`config.mk`:
```
export PLATFORM = sky130hd
export DESIGN_NAME = inst_fetch
export DESIGN_NICKNAME = d
export VERILOG_FILES = /design/src/rtl/inst_fetch.sv
export SDC_FILE = /design/constraint.sdc
export NUM_CORES = 1
export LEC_CHECK = 0
export CAP_MARGIN = 40
export CORE_ASPECT_RATIO = 0.75
export CORE_MARGIN = 2
export CORE_UTILIZATION = 48
export CTS_BUF_LIST = sky130_fd_sc_hd__clkbuf_8 sky130_fd_sc_hd__clkbuf_16
export DETAILED_ROUTE_END_ITERATION = 8
export HOLD_SLACK_MARGIN = 0.12
export PLACE_DENSITY = 0.77
export SLEW_MARGIN = 5
export SYNTH_ARGS = -nofsm -noshare
export SYNTH_HDL_FRONTEND = slang
export SYNTH_SLANG_ARGS = --single-unit
```
`constraint.sdc`:
```
create_clock -name CLOCK_50 -period 4.5 [get_ports CLOCK_50]
set_input_delay 0.45 -clock CLOCK_50 [delete_from_list [all_inputs] [get_ports CLOCK_50]]
set_output_delay 0.45 -clock CLOCK_50 [all_outputs]
set_load 0.1 [all_outputs]
```
`src/rtl/inst_fetch.sv`:
```
// Instruction fetch: PC + 1-cycle imem read, DEPTH-entry output buffer, branch redirect, halt on HALT_WORD.
// Issue to if_valid is 2 cycles; issue stalls when buffered + in-flight words would exceed DEPTH.
module inst_fetch #(
    parameter logic [31:0] RESET_PC  = 32'h0000_0000,
    parameter int          IMEM_AW   = 10,
    parameter int          DEPTH     = 2,
    parameter logic [31:0] HALT_WORD = 32'hFFFF_FFFF
) (
    input  logic               CLOCK_50,
    input  logic               RESET,
    output logic               imem_en,
    output logic [IMEM_AW-1:0] imem_addr,
    input  logic [31:0]        imem_rdata,
    input  logic               br_taken,
    input  logic [31:0]        br_target,
    output logic               if_valid,
    input  logic               if_ready,
    output logic [31:0]        if_inst,
    output logic [31:0]        if_pc,
    output logic               is_halt_N,
    output logic [31:0]        fetch_cnt
);

    localparam int PW = (DEPTH > 1) ? $clog2(DEPTH) : 1;
    localparam int CW = $clog2(DEPTH + 1);

    typedef enum logic [1:0] {S_RUN, S_DRAIN, S_HALTED} state_t;

    state_t        state_q, state_d;
    logic [31:0]   pc_q, pc_d;
    logic          inflight_q, inflight_d;
    logic [31:0]   inflight_pc_q, inflight_pc_d;
    logic [31:0]   inst_mem_q [DEPTH];
    logic [31:0]   pc_mem_q [DEPTH];
    logic [PW-1:0] rd_ptr_q, rd_ptr_d, wr_ptr_q, wr_ptr_d;
    logic [CW-1:0] count_q, count_d;
    logic [31:0]   fetch_cnt_q, fetch_cnt_d;

    logic          redirect, pop, push, issue, resp_live, resp_halt;
    logic [CW:0]   occupancy;
    logic          unused_target_bits;

    assign unused_target_bits = ^br_target[1:0];

    function automatic logic [PW-1:0] ptr_inc(input logic [PW-1:0] p);
        return (p == PW'(DEPTH - 1)) ? '0 : p + PW'(1);
    endfunction

    always_comb begin
        redirect  = br_taken && (state_q != S_HALTED);
        if_valid  = (count_q != '0) && (state_q != S_HALTED);
        pop       = if_valid && if_ready;
        // Slot accounting counts the word returning this cycle and frees the one leaving.
        occupancy = {1'b0, count_q} + (CW+1)'(inflight_q) - (CW+1)'(pop);
        issue     = !RESET && (state_q == S_RUN) && !br_taken && (occupancy < (CW+1)'(DEPTH));
        resp_live = inflight_q && !redirect && (state_q == S_RUN);
        resp_halt = resp_live && (imem_rdata == HALT_WORD);
        push      = resp_live && !resp_halt;
    end

    always_comb begin
        state_d       = state_q;
        pc_d          = pc_q;
        inflight_d    = issue;
        inflight_pc_d = issue ? pc_q : inflight_pc_q;
        rd_ptr_d      = rd_ptr_q;
        wr_ptr_d      = wr_ptr_q;
        count_d       = count_q;
        fetch_cnt_d   = fetch_cnt_q + 32'(pop);
        if (redirect) begin
            // The in-flight word returns this same cycle and is simply not pushed.
            pc_d     = {br_target[31:2], 2'b00};
            rd_ptr_d = '0;
            wr_ptr_d = '0;
            count_d  = '0;
            state_d  = S_RUN;
        end else begin
            if (issue) begin
                pc_d = pc_q + 32'd4;
            end
            if (push) begin
                wr_ptr_d = ptr_inc(wr_ptr_q);
            end
            if (pop) begin
                rd_ptr_d = ptr_inc(rd_ptr_q);
            end
            count_d = count_q + CW'(push) - CW'(pop);
            case (state_q)
                S_RUN:   if (resp_halt) state_d = S_DRAIN;
                S_DRAIN: if (count_q == '0) state_d = S_HALTED;
                default: state_d = state_q;
            endcase
        end
    end

    always_ff @(posedge CLOCK_50) begin
        if (RESET) begin
            state_q       <= S_RUN;
            pc_q          <= RESET_PC;
            inflight_q    <= 1'b0;
            inflight_pc_q <= '0;
            rd_ptr_q      <= '0;
            wr_ptr_q      <= '0;
            count_q       <= '0;
            fetch_cnt_q   <= '0;
            for (int i = 0; i < DEPTH; i++) begin
                inst_mem_q[i] <= '0;
                pc_mem_q[i]   <= '0;
            end
        end else begin
            state_q       <= state_d;
            pc_q          <= pc_d;
            inflight_q    <= inflight_d;
            inflight_pc_q <= inflight_pc_d;
            rd_ptr_q      <= rd_ptr_d;
            wr_ptr_q      <= wr_ptr_d;
            count_q       <= count_d;
            fetch_cnt_q   <= fetch_cnt_d;
            if (push) begin
                inst_mem_q[wr_ptr_q] <= imem_rdata;
                pc_mem_q[wr_ptr_q]   <= inflight_pc_q;
            end
        end
    end

    assign imem_en   = issue;
    assign imem_addr = pc_q[IMEM_AW+1:2];
    assign if_inst   = inst_mem_q[rd_ptr_q];
    assign if_pc     = pc_mem_q[rd_ptr_q];
    assign is_halt_N = (state_q != S_HALTED);
    assign fetch_cnt = fetch_cnt_q;

endmodule

```
==> flow_metrics.py <==
metrics = {
    "finish": {
        "most_frequent_standard_cell_in_the_layout_excluding_fill_and_tap_cells": "sky130_fd_sc_hd__clkdlybuf4s50_1",
        "final_cells": 1435,
        "num_antenna_cells": 0,
        "areaGrowthSynthToFinish_pct": 45.87,
        "nets": 1236,
        "leading_cell_types_in_the_layout_fill_and_taps_excluded": "sky130_fd_sc_hd__clkdlybuf4s50_1 (165), sky130_fd_sc_hd__and2_1 (130), sky130_fd_sc_hd__edfxtp_1 (124)",
        "ratio_of_cells_with_drive_above_1_in_the_final_layout": 0.2048,
    },
    "setup_path": {
        "r2r_slack_ns": 0.64,
        "setup.worst_path.class": "flip-flop to output pin",
        "r2r_cells": 10,
        "critPathCapture": "imem_en",
        "critPathLaunchType": "flip-flop",
        "worst_setup_path_startpoint": "state_q[0]",
        "crit-reg2reg-capture": "pc_q[7]",
        "arrival_ns": 3.82,
        "timing.critical_path.fanout_max": 9,
        "worstPathRequired_ns": 4.05,
        "worstSetupEndpointType": "output pin",
        "regToRegStartpoint": "state_q[0]",
    },
    "yosys": {
        "ys_types": 50,
        "synth-warning-count": 0,
        "post_synth_instance_area_sq_mm": 0.009945,
        "part_of_the_yosys_area_used_for_sequential_elements": 0.5757,
        "synthArstFlopShare": 0,
        "synth_cells": 902,
        "synth-main-ff-cell": "sky130_fd_sc_hd__edfxtp_1",
        "yosysTopAreaCell": "sky130_fd_sc_hd__edfxtp_1",
        "ys_top_cells_by_area": "sky130_fd_sc_hd__edfxtp_1 (37%), sky130_fd_sc_hd__dfxtp_1 (20%), sky130_fd_sc_hd__and2_1 (8.2%)",
        "synth.avg_cell_area_sq_um": 11.02,
        "synth-edff-count": 124,
        "netlist.area_leader.share": 0.3744,
        "synth-seq-cells": 224,
    },
    "placement": {
        "place_hpwl_microns": 17940,
        "place_ws_ns": 0.5168,
        "place.port_buffers": 172,
        "final_weighted_congestion_in_routability_driven_placement": 0.8343,
        "placedCellCount": 1394,
    },
    "global_routing": {
        "grt_pass1_vias": 7800,
        "globalRouteTotalUtil": 0.2371,
        "grt_start_max_net_pins": 59,
        "number_of_antenna_violations_at_the_first_check_in_global_routing": 1,
        "gr-total-overflow": 0,
        "grt_pass1_wl_microns": 40700,
    },
    "timing": {
        "accumulated_negative_setup_slack_ns": 0,
        "final_number_of_setup_violating_endpoints": 0,
        "final_min_period_over_clock_period": 0.9486,
        "fin_crit_ns": 4.269,
        "grt_setup_unrepaired": "no",
        "worst_slack_ns": 0.2312,
        "timing.final.hold_violations": 0,
        "fin_worst_hold_slack_ns": 0.4377,
        "finalClockSkew_ns": 0.006841,
        "worst_slew_margin_rel": 0.4697,
        "worst-slew-pin-transition_ns": 0.7881,
        "max_clock_freq_ghz": 0.2343,
        "slew_viol_final": 0,
    },
    "clock_network": {
        "hold_buffers": 0,
        "tritoncts_clock_tree": "done",
        "post-cts-setup-buffers": 0,
        "cts.sinks": 224,
        "cts_buffer_depth": 3,
        "path_clk_slew_ns": 0.06,
        "numCtsBuffers": 23,
        "ctsRootBufferMaster": "sky130_fd_sc_hd__clkbuf_16",
        "cts-resized-gates": 0,
        "htree_num_levels": 1,
        "worst_skew_pair.late_latency_ns": 0.49,
    },
    "power": {
        "irDropWorstVdd_uv": 252.6,
        "power-per-cell-area_mw_per_mm2": 345.3,
        "power.static_leakage_nw": 5.444,
    },
    "die": {
        "fp.dieH_microns": 128.7,
        "fp.coreArea_sq_mm": 0.02027,
        "ioPinCount": 177,
        "initial_core_util": 0.4906,
        "placement_rows": 45,
        "die-area_sq_mm": 0.02190,
        "die-width_microns": 170.2,
    },
    "run_status": {
        "status": "completed",
    },
    "route": {
        "first_iter_violations": 630,
        "remaining_drc_errors": 0,
        "wl_per_cell_microns": 18.11,
        "num_vias": 7730,
        "drt-pass1-iter-count": 6,
        "postRouteAntennaNets": 0,
        "post_drt_via_cell_ratio": 5.387,
        "routed_wirelength_microns": 25990,
    },
    "job": {
        "number_of_violations_of_the_max_capacitance_limit": 0,
    },
    "worst_hold_path": {
        "min_path_type": "primary input to flip-flop",
    },
}
==> flip-flops by register name (all words and copies together), names as in the netlist, named ones only <==
register / count
count_q: 2
fetch_cnt: 32
inflight_pc_q: 30
inflight_q: 1
inst_mem_q: 64
pc_mem_q: 60
pc_q: 30
rd_ptr_q: 1
state_q: 2
wr_ptr_q: 1
==> worst max-delay path, cell delays in order, from the launching register on <==
cell	delay [ns]
sky130_fd_sc_hd__dfxtp_1	0.34
sky130_fd_sc_hd__nand2b_2	0.21
sky130_fd_sc_hd__o21a_2	0.13
sky130_fd_sc_hd__and2_1	0.17
sky130_fd_sc_hd__ha_1	0.26
sky130_fd_sc_hd__nand2b_1	0.16
sky130_fd_sc_hd__fa_1	0.47
sky130_fd_sc_hd__or4b_1	0.63
sky130_fd_sc_hd__nor3_1	0.47
sky130_fd_sc_hd__buf_4	0.28
sky130_fd_sc_hd__buf_12	0.19
==> worst min-delay path by stage <==
stage	start	to	slack (ns)	cells past startpoint
floorplan	inflight_pc_q[10]	inflight_pc_q[10]	0.44	2
CTS	RESET	fetch_cnt[8]	0.41	2
global route	RESET	pc_q[3]	0.44	2
global placement	inflight_pc_q[18]	inflight_pc_q[18]	0.45	2
finish	RESET	fetch_cnt[7]	0.44	2
detailed placement	inflight_pc_q[19]	inflight_pc_q[19]	0.45	2
==> cells by family after synthesis <==
| group | Yosys count | synth area share |
|---|---|---|
| fa+ha+maj | 7 | 0.009562 |
| xor+xnor | 51 | 0.04492 |
| other cells | 1 | 0.0003771 |
| simple gates | 401 | 0.2138 |
| mux | 62 | 0.07021 |
| compound gates | 85 | 0.05322 |
| buf+inv | 71 | 0.03221 |
| flops | 224 | 0.5757 |
==> per-layer routing <==
| layer | up-vias | GRT usage | wire (microns) |
|---|---|---|---|
| met3 | 57 | 0.05352 | 1851 |
| met5 | - | 0 | 12 |
| met2 | 305 | 0.4055 | 12430 |
| li1 | 3674 | - | - |
| met4 | 2 | 0.07843 | 742 |
| met1 | 3692 | 0.3005 | 10950 |
==> final cells by class <==
| type | count | area [sq um] |
|---|---|---|
| multi-input combinational | 608 | 3941 |
| timing repair buffer | 293 | 3724 |
| fill | 1332 | 5763 |
| clock inverter | 13 | 106.4 |
| inverter | 11 | 41.29 |
| sequential | 224 | 5727 |
| clock buffer | 28 | 644.4 |
| tap | 258 | 322.8 |
==> synthesized netlist by cell type, types with 4 or more instances <==
| cell type | count |
|---|---|
| sky130_fd_sc_hd__and2_1 | 130 |
| sky130_fd_sc_hd__edfxtp_1 | 124 |
| sky130_fd_sc_hd__dfxtp_1 | 100 |
| sky130_fd_sc_hd__nand2_1 | 85 |
| sky130_fd_sc_hd__nor2_1 | 67 |
| sky130_fd_sc_hd__mux2_2 | 62 |
| sky130_fd_sc_hd__a21oi_1 | 42 |
| sky130_fd_sc_hd__clkbuf_1 | 41 |
| sky130_fd_sc_hd__nand4_1 | 37 |
| sky130_fd_sc_hd__xor2_1 | 36 |
| sky130_fd_sc_hd__nand3_1 | 33 |
| sky130_fd_sc_hd__xnor2_1 | 15 |
| sky130_fd_sc_hd__a211oi_1 | 14 |
| sky130_fd_sc_hd__buf_4 | 12 |
| sky130_fd_sc_hd__inv_1 | 11 |
| sky130_fd_sc_hd__nor3_1 | 11 |
| sky130_fd_sc_hd__nor4_1 | 8 |
| sky130_fd_sc_hd__o21ai_0 | 8 |
| sky130_fd_sc_hd__ha_1 | 6 |
| sky130_fd_sc_hd__and3_1 | 5 |
| sky130_fd_sc_hd__buf_1 | 5 |
| sky130_fd_sc_hd__nand2b_1 | 5 |
| sky130_fd_sc_hd__a311oi_1 | 4 |
| sky130_fd_sc_hd__or3_1 | 4 |
==> metrics by stage <==
stage          instance area, sq um  power, mW  utilization
2_1_floorplan                  9956      2.812            -
3_3_place_gp                  11880      3.002       0.5862
3_5_place_dp                  13760      3.182       0.6786
4_1_cts                       14510      5.051       0.7157
5_1_grt                       14510      5.162       0.7157
6_report                      14510      5.009       0.7157
==> power by group <==
part	internal, mW	switching [mW]	total [mW]
sequential	2.24	0.0556	2.30
clock	1.12	0.749	1.87
combinational	0.327	0.514	0.841
No activity file was read; power rests on OpenSTA's default activity.
